## src/rtl/torus_pkg.sv

```systemverilog
// torus_pkg: shared controller states and index helpers for the torus array
package torus_pkg;
   typedef enum logic [1:0] {S_IDLE, S_RUN, S_DRAIN, S_DONE} state_t;
   localparam int NDIR = 4;
   function automatic int wrap_idx(input int i, input int n);
      return ((i % n) + n) % n;
   endfunction
   // dir names the input port of PE(r,c) that the link feeds
   function automatic bit is_wrap_link(input int r, input int c, input int dir, input int rows, input int cols);
      return dir == 0 ? c == 0 : dir == 1 ? r == 0 : dir == 2 ? c == cols - 1 : r == rows - 1;
   endfunction
   function automatic int ch_lsb(input int k, input int w);
      return k * w;
   endfunction
endpackage

```

## src/rtl/PE.sv

```systemverilog
// PE: processing element that forwards In0 to every output, one register per busy cycle
module PE #(
   parameter int DWIDTH = 32
) (
   input  logic              Clk,
   input  logic              Resetn,
   input  logic              PE_Array_Busy,
   input  logic [DWIDTH-1:0] In0,
   input  logic [DWIDTH-1:0] In1,
   input  logic [DWIDTH-1:0] In2,
   input  logic [DWIDTH-1:0] In3,
   output logic [DWIDTH-1:0] Out0,
   output logic [DWIDTH-1:0] Out1,
   output logic [DWIDTH-1:0] Out2,
   output logic [DWIDTH-1:0] Out3
);
   logic [DWIDTH-1:0] r_q;
   logic              w_unused;
   assign w_unused = ^{In1, In2, In3};
   always_ff @(posedge Clk or negedge Resetn)
      if (!Resetn) r_q <= '0;
      else if (PE_Array_Busy) r_q <= In0;
   assign {Out0, Out1, Out2, Out3} = {4{r_q}};
endmodule

```

## src/rtl/PEIO.sv

```systemverilog
// PEIO: load/store processing element; registers PE_Load onto its outputs and exposes In0 as PE_Store
module PEIO #(
   parameter int DWIDTH     = 32,
   parameter int SYS_DWIDTH = 32
) (
   input  logic                  Clk,
   input  logic                  Resetn,
   input  logic                  PE_Array_Busy,
   input  logic [DWIDTH-1:0]     In0,
   input  logic [DWIDTH-1:0]     In1,
   input  logic [DWIDTH-1:0]     In2,
   input  logic [DWIDTH-1:0]     In3,
   input  logic [SYS_DWIDTH-1:0] PE_Load,
   output logic [SYS_DWIDTH-1:0] PE_Store,
   output logic [DWIDTH-1:0]     Out0,
   output logic [DWIDTH-1:0]     Out1,
   output logic [DWIDTH-1:0]     Out2,
   output logic [DWIDTH-1:0]     Out3
);
   logic [DWIDTH-1:0] r_q;
   logic              w_unused;
   assign w_unused = ^{In1, In2, In3};
   always_ff @(posedge Clk or negedge Resetn)
      if (!Resetn) r_q <= '0;
      else if (PE_Array_Busy) r_q <= DWIDTH'(PE_Load);
   assign {Out0, Out1, Out2, Out3} = {4{r_q}};
   assign PE_Store = SYS_DWIDTH'(In0);
endmodule

```

## src/rtl/torus_link_pipe.sv

```systemverilog
// torus_link_pipe: enable-gated register chain on a wrap-around link; plain wire when STAGES is 0
module torus_link_pipe #(
   parameter int DWIDTH = 32,
   parameter int STAGES = 1
) (
   input  logic              i_clk,
   input  logic              i_rst,
   input  logic              i_en,
   input  logic [DWIDTH-1:0] i_d,
   output logic [DWIDTH-1:0] o_q
);
   if (STAGES == 0) begin : g_wire
      logic w_unused;
      assign w_unused = i_clk ^ i_rst ^ i_en;
      assign o_q = i_d;
   end else begin : g_pipe
      logic [DWIDTH-1:0] r_q [STAGES];
      always_ff @(posedge i_clk or posedge i_rst)
         if (i_rst) begin
            for (int i = 0; i < STAGES; i++) r_q[i] <= '0;
         end else if (i_en) begin
            r_q[0] <= i_d;
            for (int i = 1; i < STAGES; i++) r_q[i] <= r_q[i-1];
         end
      assign o_q = r_q[STAGES-1];
   end
endmodule

```

## src/rtl/torus_array.sv

```systemverilog
// torus_array: ROWSxCOLS torus of PEs with pipelined wrap-around links and a run/drain controller
module torus_array
   import torus_pkg::*;
#(
   parameter int ROWS        = 6,
   parameter int COLS        = 6,
   parameter int DWIDTH      = 32,
   parameter int SYS_DWIDTH  = 32,
   parameter int IO_CH       = 2,
   parameter int WRAP_STAGES = 1,
   parameter int CNT_W       = 16
) (
   input  logic                        Clk,
   input  logic                        Reset,
   input  logic                        Start,
   input  logic [CNT_W-1:0]            Run_Cycles,
   input  logic [IO_CH*SYS_DWIDTH-1:0] Data_Load,
   output logic [IO_CH*SYS_DWIDTH-1:0] Data_Store,
   output logic                        Busy,
   output logic                        Done
);
   localparam logic [CNT_W-1:0] ONE       = CNT_W'(1);
   localparam logic [CNT_W-1:0] DRAIN_LEN = CNT_W'(WRAP_STAGES);

   state_t                      r_state;
   logic [CNT_W-1:0]            r_cnt;
   logic                        r_busy;
   logic                        r_done;
   logic [IO_CH*SYS_DWIDTH-1:0] r_store;
   logic [IO_CH*SYS_DWIDTH-1:0] w_store;
   logic                        w_resetn;
   logic [DWIDTH-1:0]           w_out [ROWS][COLS][NDIR];
   logic [DWIDTH-1:0]           w_in  [ROWS][COLS][NDIR];

   assign w_resetn   = ~Reset;
   assign Busy       = r_busy;
   assign Done       = r_done;
   assign Data_Store = r_store;

   always_ff @(posedge Clk or posedge Reset)
      if (Reset) begin
         r_state <= S_IDLE;
         r_cnt   <= '0;
         r_busy  <= 1'b0;
         r_done  <= 1'b0;
      end else begin
         r_done <= 1'b0;
         case (r_state)
            S_IDLE: if (Start) begin
               r_cnt   <= Run_Cycles;
               r_busy  <= Run_Cycles != '0;
               r_done  <= Run_Cycles == '0;
               r_state <= Run_Cycles != '0 ? S_RUN : S_DONE;
            end
            S_RUN: begin
               r_cnt <= r_cnt - ONE;
               if (r_cnt == ONE) begin
                  r_cnt   <= DRAIN_LEN;
                  r_busy  <= WRAP_STAGES != 0;
                  r_done  <= WRAP_STAGES == 0;
                  r_state <= WRAP_STAGES != 0 ? S_DRAIN : S_DONE;
               end
            end
            S_DRAIN: begin
               r_cnt <= r_cnt - ONE;
               if (r_cnt == ONE) begin
                  r_busy  <= 1'b0;
                  r_done  <= 1'b1;
                  r_state <= S_DONE;
               end
            end
            default: r_state <= S_IDLE;
         endcase
      end

   always_ff @(posedge Clk or posedge Reset)
      if (Reset) r_store <= '0;
      else if (r_busy) r_store <= w_store;

   for (genvar r = 0; r < ROWS; r++) begin : g_r
      for (genvar c = 0; c < COLS; c++) begin : g_c
         // input d of PE(r,c) is fed by output (d+2)%4 of the neighbour on that side
         for (genvar d = 0; d < NDIR; d++) begin : g_d
            localparam int SR = d == 1 ? wrap_idx(r - 1, ROWS) : d == 3 ? wrap_idx(r + 1, ROWS) : r;
            localparam int SC = d == 0 ? wrap_idx(c - 1, COLS) : d == 2 ? wrap_idx(c + 1, COLS) : c;
            if (is_wrap_link(r, c, d, ROWS, COLS)) begin : g_wrap
               torus_link_pipe #(.DWIDTH(DWIDTH), .STAGES(WRAP_STAGES)) u_pipe (
                  .i_clk (Clk),
                  .i_rst (Reset),
                  .i_en  (r_busy),
                  .i_d   (w_out[SR][SC][(d+2)%NDIR]),
                  .o_q   (w_in[r][c][d])
               );
            end else begin : g_mesh
               assign w_in[r][c][d] = w_out[SR][SC][(d+2)%NDIR];
            end
         end
         if (r == 0 && c < IO_CH) begin : g_io
            PEIO #(.DWIDTH(DWIDTH), .SYS_DWIDTH(SYS_DWIDTH)) u_pe (
               .Clk           (Clk),
               .Resetn        (w_resetn),
               .PE_Array_Busy (r_busy),
               .In0           (w_in[r][c][0]),
               .In1           (w_in[r][c][1]),
               .In2           (w_in[r][c][2]),
               .In3           (w_in[r][c][3]),
               .PE_Load       (Data_Load[ch_lsb(c, SYS_DWIDTH) +: SYS_DWIDTH]),
               .PE_Store      (w_store[ch_lsb(c, SYS_DWIDTH) +: SYS_DWIDTH]),
               .Out0          (w_out[r][c][0]),
               .Out1          (w_out[r][c][1]),
               .Out2          (w_out[r][c][2]),
               .Out3          (w_out[r][c][3])
            );
         end else begin : g_pe
            PE #(.DWIDTH(DWIDTH)) u_pe (
               .Clk           (Clk),
               .Resetn        (w_resetn),
               .PE_Array_Busy (r_busy),
               .In0           (w_in[r][c][0]),
               .In1           (w_in[r][c][1]),
               .In2           (w_in[r][c][2]),
               .In3           (w_in[r][c][3]),
               .Out0          (w_out[r][c][0]),
               .Out1          (w_out[r][c][1]),
               .Out2          (w_out[r][c][2]),
               .Out3          (w_out[r][c][3])
            );
         end
      end
   end
endmodule
```

## config.mk

```make
export PLATFORM = sky130hd
export DESIGN_NAME = torus_array
export DESIGN_NICKNAME = d
export VERILOG_FILES = /design/src/rtl/torus_pkg.sv /design/src/rtl/PE.sv /design/src/rtl/PEIO.sv /design/src/rtl/torus_link_pipe.sv /design/src/rtl/torus_array.sv
export SDC_FILE = /design/constraint.sdc
export NUM_CORES = 1
export LEC_CHECK = 0
export BUFFER_PORTS_ARGS = -buffer_cell sky130_fd_sc_hd__clkbuf_2
export CAP_MARGIN = 20
export CORE_MARGIN = 3
export CORE_UTILIZATION = 47
export CTS_CLUSTER_SIZE = 14
export DETAILED_ROUTE_END_ITERATION = 10
export PLACE_DENSITY = 0.67
export SLEW_MARGIN = 20
export SYNTH_ARGS = -nofsm -noshare
export SYNTH_HDL_FRONTEND = slang
export SYNTH_SLANG_ARGS = --single-unit
```

## constraint.sdc

```tcl
create_clock -name Clk -period 22.7 [get_ports Clk]
set_clock_uncertainty 0.1 [all_clocks]
set_input_delay 4.54 -clock Clk [delete_from_list [all_inputs] [get_ports Clk]]
set_output_delay 4.54 -clock Clk [all_outputs]
set_load 0.01 [all_outputs]
```

### Yosys cells after proc, flatten, opt, wreduce, memory -nomap -nowiden

Index checks and enable logic that the tools add are counted.
W data, S select, Z words.

| storage, ports and cells | value |
|---|---|
| flip-flop bits (word level) | 308 |
| input port bits | 83 |
| output and inout port bits | 66 |
| logic and storage cells | 41 |

| operators by class | value |
|---|---|
| add/subtract/negate cells | 1 |
| equal/unequal tests | 6 |
| mux-type cells | 15 |
| reductions and logical operators | 7 |

Operators by type and width:

| kind | count |
|---|---|
| $pmux W16 S3 | 1 |
| $mux W16 | 2 |
| $eq A16 B1 Y1 const B | 1 |
| $logic_not A16 Y1 | 1 |
| $reduce_bool A16 Y1 | 1 |
| $sub A16 B1 Y16 const B | 1 |
| $mux W2 | 4 |
| $ne A2 B2 Y1 const B | 3 |
| $pmux W2 S3 | 1 |
| $mux W1 | 5 |
| $reduce_and A4 Y1 | 1 |
| $pmux W1 S3 | 1 |
| $reduce_and A3 Y1 | 1 |
| $reduce_bool A3 Y1 | 1 |
| $eq A2 B1 Y1 const B | 1 |
| $eq A2 B2 Y1 const B | 1 |
| $logic_not A2 Y1 | 1 |
| $pmux W1 S2 | 1 |
| $reduce_and A2 Y1 | 1 |

### Depth between registers and ports, before layout

| depth | value |
|---|---|
| word-level depth | 4 |
| gate-level depth with buffers | 8 |
| gate-level depth less buffers | 7 |

### By module

From an unflattened synthesis, not the netlist that was laid out.

| unflattened totals | value |
|---|---|
| cell total of the unflattened synthesis | 7923 |
| area total of the unflattened synthesis | 110975.2 µm² |

Modules (own cells, without submodules):

| module | instances | cells an instance | area each (µm²) | sequential area each (µm²) |
|---|---|---|---|---|
| PE | 34 | 164 | 2065.7 | 800.8 |
| torus_link_pipe | 24 | 69 | 1348.8 | 800.8 |
| PEIO | 2 | 196 | 2306.0 | 800.8 |
| torus_array | 1 | 299 | 3757.4 | 2102.0 |

### Worst setup path before layout

OpenSTA, ideal clock, no wires.

| path | value |
|---|---|
| path type | input to register |
| from | in Start |
| to | reg r_busy (netlist: Busy) |
| arrival time | 5560 ps |
| path slack | 16944 ps |
| stages on the path | 6 |
| buffers on the path | 2 |
| cell sequence | nor2b_1 > or2_2 > clkbuf_1 > clkbuf_1 > o21ai_0 > o31ai_1 |

| between the ends | value |
|---|---|
| word-level cells in the longest chain between the ends | 2 |

Ends and longest elaborated chain:

| element | line | text |
|---|---|---|
| start: declaration | torus_array.sv:15 | `input logic Start,` |
| $ne A2 B2 Y1 (no line) | -- |  |
| $reduce_and A4 Y1 (no line) | -- |  |
| end signal: assignment | torus_array.sv:44 | `r_busy <= 1'b0;` |
| end signal: assignment | torus_array.sv:51 | `r_busy <= Run_Cycles != '0;` |
| end signal: assignment | torus_array.sv:59 | `r_busy <= WRAP_STAGES != 0;` |
| end: declaration | torus_array.sv:27 | `logic r_busy;` |

Every way passes these cells.
A chain may end at the register's enable or synchronous reset.

### Worst setup path after layout

| path | value |
|---|---|
| from | reg r_busy (netlist: Busy) |
| to | out Busy |

RTL lines:

| element | line | text |
|---|---|---|
| end: declaration | torus_array.sv:19 | `output logic Busy,` |

No word-level cell between the ends.

==> summary.md <==
| Metric | Value |
|---|---|
| Hold_sp | `g_r[0].g_c[1].g_io.u_pe.Out0[18]$_DFFE_PP0P_` |
| Final setup vio count | `0` |
| Clock buffer depth | `3` |
| WP depth | `2` |
| Fin crit period | `6360 ps` |
| Detailed-router iteration count before antenna repair | `4` |
| Layout Cells excl Fill | `1,267` |
| Vias per inst | `5.13` |
| Layout area overhead | `18.4%` |
| Chip width | `166 um` |
| RSZ-0062 raised after global routing | `no` |
| Crit-path cells | `buf_16 > clkbuf_2` |
| Post-synth EDFFs | `0` |
| Hold endpoint | `g_r[0].g_c[2].g_pe.u_pe.Out0[18]$_DFFE_PP0P_` |
| Syn_nets | `858` |
| Main synth FF type | `dfrtp_1` |
| Fin Hold WS | `395 ps` |
| Fin area | `approximately 0.014 mm2` |
| Core area | `0.0247 mm2` |
| Hold_buf cts | `0` |
| Post-CTS Setup Inserts | `0` |
| Via count of the first global-routing pass | `~6,600` |
| Clk sinks | `308` |
| Crit Path Max Fanout | `55` |
| Skew-Pair Late Insertion Delay | `490 ps` |
| Slew margin rel. | `33.0%` |
| Routed wire length | `19.7 mm` |
| CP endpoint kind | `output port` |
| Post-DRT Antenna Nets | `0` |
| Row count | `57` |
| Inserted Diodes | `0` |
| Static leakage | `6.32 nW` |
| HP Class | `flip-flop to flip-flop` |
| Layout filler cell count | `~2,000` |
| Area contributors post-synth | `dfrtp_1 64%, mux2_2 27%, buf_2 0.71%` |
| DR DRC count | `0` |
| Ys async rst share | `100%` |
| Slowest-stage cell, CP | `dfrtp_4` |
| Final hold violation count | `0` |
| Slew Limit Fails | `0` |
| DP Area | `0.0130 mm2` |
| Pin count of the biggest net entering global routing | `180` |
| Nets | `just over 1,000` |
| Avg Inst Size Synth | `15.6 um2` |
| Netlist cell types | `45` |
| Peak VDD IR | `0.000102 V` |
| Reg-to-reg startpoint | `Busy$_DFFE_PP0P_` |
| Fmax | `0.157 GHz` |
| Delay-heaviest family, CP | `flip-flops` |
| Critical path class | `flip-flop to output port` |
| Max incr delay on CP | `730 ps` |
| HPWL Detailed | `12.3 mm` |
| Initial DRC count | `376` |
| Worst Max-Slew Pin Slew | `~1000 ps` |
| Fin crit share | `between 20 and 30%` |
| Initial antenna violation count | `0` |
| Gr usage total | `14.4%` |
| Via count | `6,506` |
| Most common cell in the netlist | `dfrtp_1` |
| Clk root buf | `clkbuf_16` |
| Maxcap violations | `0` |
| Flops & latches, synth | `308` |
| Starting Density | `48.6%` |
| Layout cells sized above 1 | `a little over half` |
| CTS H-tree depth | `2` |
| Worst reg2reg path depth | `3` |
| Remaining Overflow, GRT | `0` |
| Final RePlAce weighted congestion | `0.813` |
| Total number of yosys warnings | `0` |
| Critical path buffers and inverters | `2` |
| TritonCTS clock tree | `built` |
| Post-synth top cells | `308 x dfrtp_1, 288 x mux2_2, 17 x buf_2` |
| Status | `finished, final reports clean` |
| R2r endpoint | `g_r[0].g_c[4].g_pe.u_pe.Out0[2]$_DFFE_PP0P_` |
| Resized cells post-CTS | `0` |
| Top-level I/O count | `149` |
| Setup tns final | `0 ps` |
| CTS clk-pin slew, worst paths | `60 ps` |
| First-pass GRT wire length | `~34 mm` |
| Post-Syn Area | `0.0120 mm2` |
| Sequential-to-total area share from yosys stat | `64.3%` |
| Die Footprint | `roughly 0.027 mm2` |
| Cell taking the most area after synthesis | `dfrtp_1` |
| Wirelength per Cell | `15.5 um` |
| Clock buffer count from CTS | `34` |
| Port bufs | `around 150` |
| Pwr Density | `163 mW/mm2` |
| Internal reg-to-reg setup slack | `19,660 ps` |
| Synthesized instance count | `769` |
| Share of the synthesized area in the top cell type | `64.3%` |
| Placed Cells incl. Taps | `1,206` |
| CP Launch Type | `flip-flop` |
| Crit path DAT | `1720 ps` |
| Worst slack, placed | `16,200 ps` |
| Die span in y | `166 um` |
| Final worst slack | `16,340 ps` |
| Worst hold stages | `1` |
| CP Data Required Time | `18,060 ps` |
-- worst max path at each step --
stage | startpoint | slack [ps] | to
2_1_floorplan | Reset | 9540 | Busy$_DFFE_PP0P_
3_3_place_gp | Reset | 16200 | Busy$_DFFE_PP0P_
3_5_place_dp | Reset | 16200 | Busy$_DFFE_PP0P_
4_1_cts | Busy$_DFFE_PP0P_ | 16070 | Busy
5_1_grt | Busy$_DFFE_PP0P_ | 16230 | Busy
6_report | Busy$_DFFE_PP0P_ | 16340 | Busy
-- cell families (layout without fill, tap and decap cells) --
family / after synthesis / in the layout / share of synthesized area [%]
fa+ha+maj: 6 / 6 / 0.627
buf+inv: 54 / 228 / 1.93
mux: 289 / 289 / 27.2
flops: 308 / 308 / 64.3
simple gates: 57 / 57 / 2.74
compound gates: 55 / 55 / 3.23
-- cells in the final DEF (no fill, tap or decap), types with 2 or more instances in the layout --
cell	count
a22o_1	5
o32a_1	2
nor2_1	16
inv_1	14
nand3_1	3
o2bb2ai_1	4
or2_2	2
dfrtp_1	307
o21ai_0	9
a21oi_1	9
bufinv_16	2
o21ai_1	3
clkinv_2	5
a32o_1	3
nor4_1	6
buf_4	3
clkbuf_2	148
or3_1	2
nor3_1	5
nor4b_1	2
clkbuf_16	37
o31ai_1	2
ha_1	6
a32oi_1	2
o22ai_1	6
a22oi_1	2
nand2_1	9
mux2_2	288
clkbuf_8	8
a2bb2oi_1	3
clkbuf_1	8
nor2b_1	2
-- worst register-to-register path, cell delays in order (launching register included) --
cell	delay, ps
dfrtp_4	730
buf_4	820
buf_4	820
mux2_2	450
-- power breakdown --
part / total (mW) / internal (mW) / switching (mW)
sequential: 0.994 / 0.841 / 0.154
combinational: 0.773 / 0.451 / 0.322
clock: 0.549 / 0.345 / 0.205
total: 2.32 / 1.64 / 0.681
-- cell type report --
| class | instances | area, um2 | share of cell area (%) |
|---|---|---|---|
| inverters | 15 | 63.8 | 0.450 |
| well taps | 324 | 405 | 2.86 |
| clock buffers | 53 | 1070 | 7.52 |
| multi-input cells | 407 | 4040 | 28.5 |
| clock inverters | 7 | 85.1 | 0.600 |
| repair buffers | 153 | 811 | 5.72 |
| flip-flops and latches | 308 | 7710 | 54.4 |
-- per-stage QoR --
stage,util (%),total power [mW]
3_3_place_gp,52.7,1.75
2_1_floorplan,-,1.59
4_1_cts,57.4,2.35
5_1_grt,57.5,2.48
3_5_place_dp,52.7,1.78
6_report,57.5,2.32
-- routing by layer --
metal	routed length (um)	track usage (%)	vias to the layer above
li1	-	-	3072
met1	9290	20.9	3267
met2	9150	21.9	144
met3	934	3.07	23
met4	312	4.74	0
met5	0	0	-
-- flip-flops by register name, summed over array words and instances (netlist names) --
signal,count
r_state,2
g_r.g_c.g_pe.u_pe.Out0,128
r_cnt,16
Data_Store,64
Done,1
g_r.g_c.g_io.u_pe.Out0,64
g_r.g_c.g_d.g_wrap.u_pipe.o_q,32
Busy,1
No activity file was read; power rests on OpenSTA's default activity.
